## config.mk

```make
export PLATFORM = sky130hd
export DESIGN_NAME = dac_spi_driver
export DESIGN_NICKNAME = d
export VERILOG_FILES = /design/src/rtl/dds_pkg.sv /design/src/rtl/dac_spi_driver.sv
export SDC_FILE = /design/constraint.sdc
export NUM_CORES = 1
export LEC_CHECK = 0
export ABC_AREA = 1
export BUFFER_PORTS_ARGS = -buffer_cell sky130_fd_sc_hd__clkbuf_2
export CAP_MARGIN = 40
export CORE_ASPECT_RATIO = 1.25
export CORE_MARGIN = 2
export CORE_UTILIZATION = 48
export CTS_CLUSTER_SIZE = 8
export DETAILED_ROUTE_END_ITERATION = 10
export PLACE_DENSITY = 0.73
export RECOVER_POWER = 100
export SLEW_MARGIN = 20
export SYNTH_ARGS = -nofsm -noshare
export SYNTH_HDL_FRONTEND = slang
export SYNTH_SLANG_ARGS = --single-unit
```

## constraint.sdc

```tcl
create_clock -name sysclk -period 1.4 [get_ports sysclk]
set_input_delay 0.07 -clock sysclk [delete_from_list [all_inputs] [get_ports sysclk]]
set_output_delay 0.07 -clock sysclk [all_outputs]
set_load 0.02 [all_outputs]
```

## src/rtl/dds_pkg.sv

```systemverilog
`default_nettype none
// ============================================================================
// Module      : dds_pkg
// Description : Constants and FSM state type shared by the DDS sample-path
//               blocks (DAC frame geometry and the SPI driver state set).
// Revision    : 1.0 - initial release
// ============================================================================
package dds_pkg;

    // DAC121S101 frame geometry: 12 data bits below 4 control bits
    localparam int         DAC_DATA_W    = 12;
    localparam int         DAC_FRAME_W   = 16;

    // Power-down control code for normal operation
    localparam logic [3:0] DAC_CTRL_BITS = 4'b0000;

    // SPI driver states
    typedef enum logic [1:0] {
        IDLE  = 2'd0,
        SHIFT = 2'd1,
        GAP   = 2'd2
    } dac_state_t;

endpackage
`default_nettype wire

```

## src/rtl/dac_spi_driver.sv

```systemverilog
`default_nettype none
// ============================================================================
// Module      : dac_spi_driver
// Description : Accepts one offset-binary sample per valid/ready handshake and
//               shifts it MSB first as a 16-bit SPI frame into a
//               DAC121S101-class DAC. SCK idles high; the DAC samples MOSI on
//               the falling edge. All outputs are registered.
// Revision    : 1.0 - initial release
// ============================================================================
module dac_spi_driver
    import dds_pkg::*;
#(
    parameter int DATA_W   = DAC_DATA_W,
    parameter int FRAME_W  = DAC_FRAME_W,
    parameter int SCK_HALF = 1,
    parameter int CS_GAP   = 0
) (
    input  logic              sysclk,
    input  logic              reset,
    input  logic [DATA_W-1:0] sample_in,
    input  logic              sample_valid,
    output logic              sample_ready,
    output logic              spi_sck,
    output logic              spi_mosi,
    output logic              spi_cs,
    output logic              busy,
    output logic              overrun
);

    localparam int c_BIT_W    = $clog2(FRAME_W);
    localparam int c_HALF_W   = $clog2(SCK_HALF + 1);
    localparam int c_GAP_W    = (CS_GAP > 1) ? $clog2(CS_GAP) : 1;
    localparam int c_GAP_LAST = (CS_GAP > 0) ? (CS_GAP - 1) : 0;

    localparam logic [c_BIT_W-1:0]  c_BIT_LAST  = c_BIT_W'(FRAME_W - 1);
    localparam logic [c_HALF_W-1:0] c_HALF_LAST = c_HALF_W'(SCK_HALF - 1);
    localparam logic [c_GAP_W-1:0]  c_GAP_END   = c_GAP_W'(c_GAP_LAST);

    if (SCK_HALF < 1) begin : g_bad_sck_half
        $error("dac_spi_driver: SCK_HALF must be at least 1");
    end

    dac_state_t           r_state_q,    w_state_d;
    logic [FRAME_W-1:0]   r_frame_q,    w_frame_d;
    logic [c_BIT_W-1:0]   r_bit_cnt_q,  w_bit_cnt_d;
    logic [c_HALF_W-1:0]  r_half_cnt_q, w_half_cnt_d;
    logic [c_GAP_W-1:0]   r_gap_cnt_q,  w_gap_cnt_d;
    logic                 r_sck_q,      w_sck_d;
    logic                 r_cs_q,       w_cs_d;
    logic                 r_mosi_q,     w_mosi_d;
    logic                 r_ready_q,    w_ready_d;
    logic                 r_busy_q,     w_busy_d;
    logic                 r_overrun_q,  w_overrun_d;

    logic [FRAME_W-1:0]   w_frame;
    logic [c_BIT_W-1:0]   w_bit_next;

    // Control bits sit above the sample; frame is held static and indexed by
    // the bit counter rather than shifted.
    assign w_frame    = FRAME_W'({DAC_CTRL_BITS, sample_in});
    assign w_bit_next = r_bit_cnt_q - c_BIT_W'(1);

    // Next-state and next-output logic for the IDLE/SHIFT/GAP sequencer
    always_comb begin
        w_state_d    = r_state_q;
        w_frame_d    = r_frame_q;
        w_bit_cnt_d  = r_bit_cnt_q;
        w_half_cnt_d = r_half_cnt_q;
        w_gap_cnt_d  = r_gap_cnt_q;
        w_sck_d      = r_sck_q;
        w_cs_d       = r_cs_q;
        w_mosi_d     = r_mosi_q;
        // A sample offered while not ready is dropped but remembered
        w_overrun_d  = r_overrun_q | (sample_valid & ~r_ready_q);

        case (r_state_q)
            IDLE: begin
                w_sck_d  = 1'b1;
                w_cs_d   = 1'b1;
                w_mosi_d = 1'b0;
                if (sample_valid) begin
                    w_state_d    = SHIFT;
                    w_frame_d    = w_frame;
                    w_bit_cnt_d  = c_BIT_LAST;
                    w_half_cnt_d = '0;
                    w_cs_d       = 1'b0;
                    w_mosi_d     = w_frame[FRAME_W-1];
                end
            end

            SHIFT: begin
                if (r_half_cnt_q == c_HALF_LAST) begin
                    w_half_cnt_d = '0;
                    if (r_sck_q) begin
                        // End of high half: falling edge, DAC samples MOSI
                        w_sck_d = 1'b0;
                    end else if (r_bit_cnt_q == '0) begin
                        // Low half of the last bit done: release SYNC
                        w_sck_d  = 1'b1;
                        w_cs_d   = 1'b1;
                        w_mosi_d = 1'b0;
                        if (CS_GAP > 0) begin
                            w_state_d   = GAP;
                            w_gap_cnt_d = '0;
                        end else begin
                            w_state_d   = IDLE;
                        end
                    end else begin
                        // Rising edge: present the next bit with it
                        w_bit_cnt_d = w_bit_next;
                        w_sck_d     = 1'b1;
                        w_mosi_d    = r_frame_q[w_bit_next];
                    end
                end else begin
                    w_half_cnt_d = r_half_cnt_q + c_HALF_W'(1);
                end
            end

            GAP: begin
                if (r_gap_cnt_q == c_GAP_END) begin
                    w_state_d = IDLE;
                end else begin
                    w_gap_cnt_d = r_gap_cnt_q + c_GAP_W'(1);
                end
            end

            default: begin
                w_state_d = IDLE;
                w_sck_d   = 1'b1;
                w_cs_d    = 1'b1;
                w_mosi_d  = 1'b0;
            end
        endcase

        // Ready and busy are registered copies of the next state
        w_ready_d = (w_state_d == IDLE);
        w_busy_d  = (w_state_d == SHIFT);
    end

    // State, counters and registered pin outputs; async active-low reset
    always_ff @(posedge sysclk or negedge reset) begin
        if (!reset) begin
            r_state_q    <= IDLE;
            r_frame_q    <= '0;
            r_bit_cnt_q  <= '0;
            r_half_cnt_q <= '0;
            r_gap_cnt_q  <= '0;
            r_sck_q      <= 1'b1;
            r_cs_q       <= 1'b1;
            r_mosi_q     <= 1'b0;
            r_ready_q    <= 1'b0;
            r_busy_q     <= 1'b0;
            r_overrun_q  <= 1'b0;
        end else begin
            r_state_q    <= w_state_d;
            r_frame_q    <= w_frame_d;
            r_bit_cnt_q  <= w_bit_cnt_d;
            r_half_cnt_q <= w_half_cnt_d;
            r_gap_cnt_q  <= w_gap_cnt_d;
            r_sck_q      <= w_sck_d;
            r_cs_q       <= w_cs_d;
            r_mosi_q     <= w_mosi_d;
            r_ready_q    <= w_ready_d;
            r_busy_q     <= w_busy_d;
            r_overrun_q  <= w_overrun_d;
        end
    end

    assign sample_ready = r_ready_q;
    assign spi_sck      = r_sck_q;
    assign spi_mosi     = r_mosi_q;
    assign spi_cs       = r_cs_q;
    assign busy         = r_busy_q;
    assign overrun      = r_overrun_q;

endmodule
`default_nettype wire

```

==> results of run 1 <==
-- cell type report --
| type | count | area, um^2 | area share, % |
|---|---|---|---|
| flip-flops and latches | 24 | 603 | 42.1 |
| multi-input cells | 97 | 443 | 30.9 |
| repair buffers | 38 | 264 | 18.4 |
| inverters | 14 | 57.6 | 4.02 |
| well taps | 31 | 38.8 | 2.71 |
| clock buffers | 4 | 26.3 | 1.83 |
-- power by group --
group,switching [mW],internal [mW]
Sequential,0.167,0.964
Combinational,0.590,0.427
Clock,0.192,0.111
-- cell families after synthesis --
group	after synthesis	synth area share, %
other	1	0.336
buffers and inverters	17	7.28
and+or+nand+nor	85	31.1
AOI/OAI and AO/OA	10	6.16
adders and majority gates	1	1.12
DFF	24	54.0
-- flip-flops by register name, indices dropped and copies added, names as in the netlist --
signal        cells
spi_cs            1
r_frame_q        12
spi_mosi          1
sample_ready      1
r_bit_cnt_q       4
busy              1
spi_sck           1
overrun           1
r_state_q         2
-- placed cells by master, fill, tap and decap left out, drive strengths merged, types with 3 or more instances in the layout --
master,synthesis,final
dfrtp,22,22
nor2,5,5
a22oi,3,3
nand3,12,12
nand2,66,66
clkbuf,0,24
inv,14,14
o21ai,4,4
buf,3,4
dlygate4sd3,0,14
-- stage by stage --
step	setup WS (ns)	total power [mW]	area (um^2)
2_1_floorplan	0.0742	1.81	1120
3_3_place_gp	0.105	2.02	1250
3_5_place_dp	0.0314	2.06	1250
4_1_cts	0.105	2.46	1440
5_1_grt	0.0187	2.66	1430
6_report	0.0995	2.45	1430
-- repair_timing --
action | 4_1_cts | 5_1_grt
buffers inserted | 1 | 0
hold buffers | 14 | 0
endpoints found under the setup margin | 1 | 1
resized for setup | 1 | 2
endpoints found under the hold margin | 35 | 0
-- per-layer routing --
metal / routed length (um) / global-route usage [%] / vias up
li1: - / - / 507
met3: 68 / 1.87 / 5
met5: 0 / 0 / -
met1: 961 / 24.4 / 445
met2: 1090 / 31.1 / 22
met4: 38 / 7.14 / 0
-- worst max path at each step --
stage,startpoint,endpoint,cells after the start
floorplan,r_bit_cnt_q[0]$_DFFE_PN0P_,spi_mosi$_DFFE_PN0P_,9
global placement,r_bit_cnt_q[0]$_DFFE_PN0P_,spi_mosi$_DFFE_PN0P_,8
detailed placement,r_bit_cnt_q[0]$_DFFE_PN0P_,spi_mosi$_DFFE_PN0P_,8
CTS,r_bit_cnt_q[0]$_DFFE_PN0P_,spi_mosi$_DFFE_PN0P_,8
global route,r_bit_cnt_q[0]$_DFFE_PN0P_,r_bit_cnt_q[2]$_DFFE_PN0P_,8
finish,r_bit_cnt_q[0]$_DFFE_PN0P_,r_bit_cnt_q[1]$_DFFE_PN0P_,8
-- critical path: cells and delay by family, from the launching register on --
kind	cells	cell delay (ns)
AOI/OAI and AO/OA	1	0.14
buffers and inverters	2	0.15
DFF	1	0.45
adders and majority gates	1	0.13
and+or+nand+nor	4	0.35
==> impl_metrics.ini, run 1 <==
[critical_path]
crit_arrival_ns = 1.53
worstPathCellList = inv_6, ha_4, nand2_1, nor2_1, nor2_1, nand2_2, inv_1, a22oi_1
cp_data_required_time_ns = 1.63
rrSetupSlack_ns = 0.1
reg2reg_from = r_bit_cnt_q[0]$_DFFE_PN0P_
slowest_stage = dfrtp_1
cpPeakStageDelay_ns = 0.45
reg2reg_to = r_bit_cnt_q[1]$_DFFE_PN0P_
cp_common_cell = nor2_1
cp-end-kind = register
rr_worst_depth = 8
start_kind = register
crit_fanout = 3
crit_type = register to register

[synthesis]
synth_edf_count = 0
yosysTopAreaCell = dfrtp_1
yosysSeqAreaShare_pct = 54.0
ys_types = 22
synthTopCellsByCount = 63 x nand2_1, 22 x dfrtp_1, 13 x inv_1
syn-num-nets = 154
synth.ff_latch_count = 24
yosysTopAreaCellShare_pct = 49.3
synthesis.area_mm2 = 0.00112
synthTopCellsByArea = dfrtp_1 49%, nand2_1 21%, nand3_1 5.4%, dfstp_2 4.7%, inv_1 4.4%
synthFlopType = dfrtp_1
async_flop_share_pct = 100
postSynthAreaPerCell_um2 = 8.10
yosys_warnings = 0
post-synth-top-count-cell = nand2_1
syn_inst = 138

[power_and_ir_drop]
powerDensity_mw_per_mm2 = 1710
leakage_nw = 0.752
peakVddDrop_v = 0.00134

[timing]
fin_tns_setup_ns = 0
setup_viol_count_final = 0
maxSlewHeadroom_pct = 62.2
skew_ns = 0.00331
period_share_pct = 92.9
final-max-slew-violation-count = 0
max_freq_mhz = 769
tightest_slew_ns = 0.567
rsz0062_at_grt = no
final-hold-violation-count = 0
hold_slack_ns = 0.271
finalCriticalPeriod_ns = 1.30

[finish]
drive_gt1_share_pct = 18.1
area_delta_synth_final_pct = 28.2
finalNetCount = 194
diodes = 0
nFillCells = 199
post-route-util_pct = 64.8
final_cells = 208

[grt]
antenna_found_initial = 0
grt_pass1_vias = 906
grt_pass1_wl_mm = 3.71
grt.overflow.total = 0
grt_max_degree = 25
grt_util_all_layers_pct = 18.7

[routing]
avgRoutedWirePerCell_um = 10.4
dr.pass1.iters = 4
drc = 0
routed_wl_mm = 2.16
routed_via_density = 4.71
ant_nets = 0
via_count = 979
drtIter0Drc = 22

[clock_tree]
clk_pin_slew_ns = 0.12
clock_sinks = 24
cts-htree-levels = 1
cts_tree = done
ctsLongestPathBuffers = 2
clkLatencyLatePin_ns = 0.31
clockRootBuffer = clkbuf_4
cts_inserted_buffers = 3

[floorplan]
die-width_um = 47.2
coreArea_mm2 = 0.00221
dieArea_mm2 = 0.00273
fp.dieH_um = 57.9
start_util_pct = 50.5
rows = 19
num_io_pins = 21

[run_status]
status = finished, final reports clean

[placed_design]
dp_hpwl_mm = 1.49
place.gp.congestion = 0.809
dp_cells = 189
io_buffers = 20

[worst_hold_path]
hold_path_class = primary input to asynchronous set/reset pin

[job]
cap_viol_max_count = 0
Power figures use the tool's default switching activity.
==> run 2, diff against run 1 <==
--- a/config.mk
+++ b/config.mk
@@ -9,11 +9,10 @@
 export BUFFER_PORTS_ARGS = -buffer_cell sky130_fd_sc_hd__clkbuf_2
 export CAP_MARGIN = 40
 export CORE_ASPECT_RATIO = 1.25
-export CORE_MARGIN = 2
-export CORE_UTILIZATION = 48
+export CORE_UTILIZATION = 53
 export CTS_CLUSTER_SIZE = 8
 export DETAILED_ROUTE_END_ITERATION = 10
-export PLACE_DENSITY = 0.73
+export PLACE_DENSITY = 0.77
 export RECOVER_POWER = 100
 export SLEW_MARGIN = 20
 export SYNTH_ARGS = -nofsm -noshare
==> constraint.sdc (replaced) <==
create_clock -name sysclk -period 1.2 [get_ports sysclk]
set_input_delay 0.06 -clock sysclk [delete_from_list [all_inputs] [get_ports sysclk]]
set_output_delay 0.06 -clock sysclk [all_outputs]
set_load 0.02 [all_outputs]
==> run 2 against run 1 <==
Net effect: the flow now finishes with violations (negative setup slack); final cell count shrank 3.8%; register-to-register slack got worse by 0.20 ns; fmax is 0.22% higher; combinational power up 43%; sequential share of layout area decreased by 2.5 points; hold slack worse by 0.011 ns; count of clock-buffer cells in the layout stayed put; final area rose by 6.6%; clock skew up 0.0010 ns; largest cell class unchanged; largest power group is now combinational logic.
==> impl_metrics.ini, run 2 (synthesis results as in run 1) <==
[clock_tree]
ctsLongestPathBuffers = 2
clkLatencyLatePin_ns = 0.31
clk_pin_slew_ns = 0.12
cts_inserted_buffers = 3
clock_sinks = 24
cts-htree-levels = 1
clockRootBuffer = clkbuf_4
cts_tree = done

[critical_path]
crit_fanout = 3
slowest_stage = dfrtp_2
cp_data_required_time_ns = 1.43
worstPathCellList = inv_8, ha_4, nand2_4, nor2_2, nor2_2, nand2_2, inv_2, a22oi_2
start_kind = register
cpPeakStageDelay_ns = 0.46
crit_arrival_ns = 1.53
cp-end-kind = register
rrSetupSlack_ns = -0.1
critical_path.n_buffers_inverters = 2
crit_type = register to register
crit_family = flip-flops
cp_common_cell = nor2_2

[finish]
nFillCells = 156
largest_reg_flops = 12
drive_gt1_share_pct = 32.8
mostFrequentLayoutCell = nand2_1
finalNetCount = 197
area_delta_synth_final_pct = 36.7
top_regs = r_frame_q x12, r_bit_cnt_q x4, r_state_q x2
top_register = r_frame_q
stdcell_area_mm2 = 0.00153
diodes = 0
final_cells = 200
mostFrequentLayoutCells = 60 x nand2_1, 21 x dfrtp_1, 18 x clkbuf_2

[timing]
maxSlewHeadroom_pct = 62.1
worst_slack_ns = -0.0977
max_freq_mhz = 771
finalCriticalPeriod_ns = 1.30
tightest_slew_ns = 0.569
final-max-slew-violation-count = 0
rsz0062_at_grt = yes
setup_viol_count_final = 6
period_share_pct = 108
skew_ns = 0.00433
final-hold-violation-count = 0

[grt]
grt_pass1_vias = 930
grt.overflow.total = 0
antenna_found_initial = 0
grt_max_degree = 25
grt_util_all_layers_pct = 21.9
grt_pass1_wl_mm = 3.68

[floorplan]
die-width_um = 43.1
rows = 18
num_io_pins = 21
fp.dieH_um = 53.3
start_util_pct = 56.4
dieArea_mm2 = 0.00230
coreArea_mm2 = 0.00198

[power_and_ir_drop]
powerDensity_mw_per_mm2 = 2060
leakage_nw = 0.796
peakVddDrop_v = 0.00142
total_power_mw = 3.14

[routing]
avgRoutedWirePerCell_um = 12.4
ant_nets = 0
via_count = 1023
routed_wl_mm = 2.49
drc = 0
dr.pass1.iters = 4
routed_via_density = 5.12
drtIter0Drc = 11

[worst_hold_path]
hold_path_class = primary input to asynchronous set/reset pin

[placed_design]
io_buffers = 20
place_area_mm2 = 0.00129
dp_hpwl_mm = 1.61
place.gp.congestion = 0.804
dp_cells = 180
dp_slack_ns = -0.0849

[run_status]
status = complete, but fails checks
violations = negative setup slack

[job]
cap_viol_max_count = 0
run 2: routing by layer:
metal	global-route usage [%]	part of all wire (%)	vias to the layer above
met5	0	0	-
met4	9.09	3.6	0
met3	2.05	3.7	10
met2	39.4	52	28
met1	26.7	41	478
li1	-	-	507
run 2: final timing paths:
kind / start / to / cells past startpoint
max in group asynchronous: reset / r_bit_cnt_q[0]$_DFFE_PN0P_ / 2
min in group sysclk: sample_ready$_DFF_PN0_ / overrun$_DFF_PN0_ / 1
setup / recovery: r_bit_cnt_q[0]$_DFFE_PN0P_ / r_bit_cnt_q[2]$_DFFE_PN0P_ / 8
hold reg to reg: sample_ready$_DFF_PN0_ / overrun$_DFF_PN0_ / 1
hold / removal: reset / r_bit_cnt_q[1]$_DFFE_PN0P_ / 2
setup reg to reg: r_bit_cnt_q[0]$_DFFE_PN0P_ / r_bit_cnt_q[2]$_DFFE_PN0P_ / 8
run 2: timing repair:
action / CTS / global route
gates cloned: 0 / 1
gates resized for setup: 7 / 14
hold endpoints to repair: 35 / 0
setup buffers: 0 / 1
setup endpoints to repair: 8 / 19
pin swaps: 1 / 4
hold buffers: 14 / 0
run 2: report_power, final:
part	switching (mW)	internal, mW	total, mW	leakage (nW)
clock network	0.223	0.130	0.352	0.0150
registers	0.197	1.13	1.33	0.277
logic	0.841	0.619	1.46	0.505
total	1.26	1.88	3.14	0.796
run 2: worst reg2reg max path: stages, from the launching register on:
cell,delay [ns]
dfrtp_2,0.46
inv_8,0.07
ha_4,0.15
nand2_4,0.06
nor2_2,0.12
nor2_2,0.06
nand2_2,0.08
inv_2,0.06
a22oi_2,0.15
run 2: area by class of cell:
class | count | area [um^2] | area share [%]
sequential | 24 | 604 | 39.6
multi-input combinational | 97 | 512 | 33.5
clock buffer | 4 | 26.3 | 1.72
timing repair inverter | 1 | 7.51 | 0.491
timing repair buffer | 40 | 287 | 18.8
tap | 20 | 25.0 | 1.64
inverter | 14 | 66.3 | 4.34
run 2: per-stage QoR:
stage,hold slack [ns],setup TNS (ns),util [%]
final,0.260,-0.310,77.1
after global routing,0.324,-0.764,77.1
after CTS,0.271,-0.139,74.2
after detailed placement,0.0790,-0.353,64.9
after global placement,0.0725,-0.0840,64.9
after floorplan,-0.236,-0.0585,-
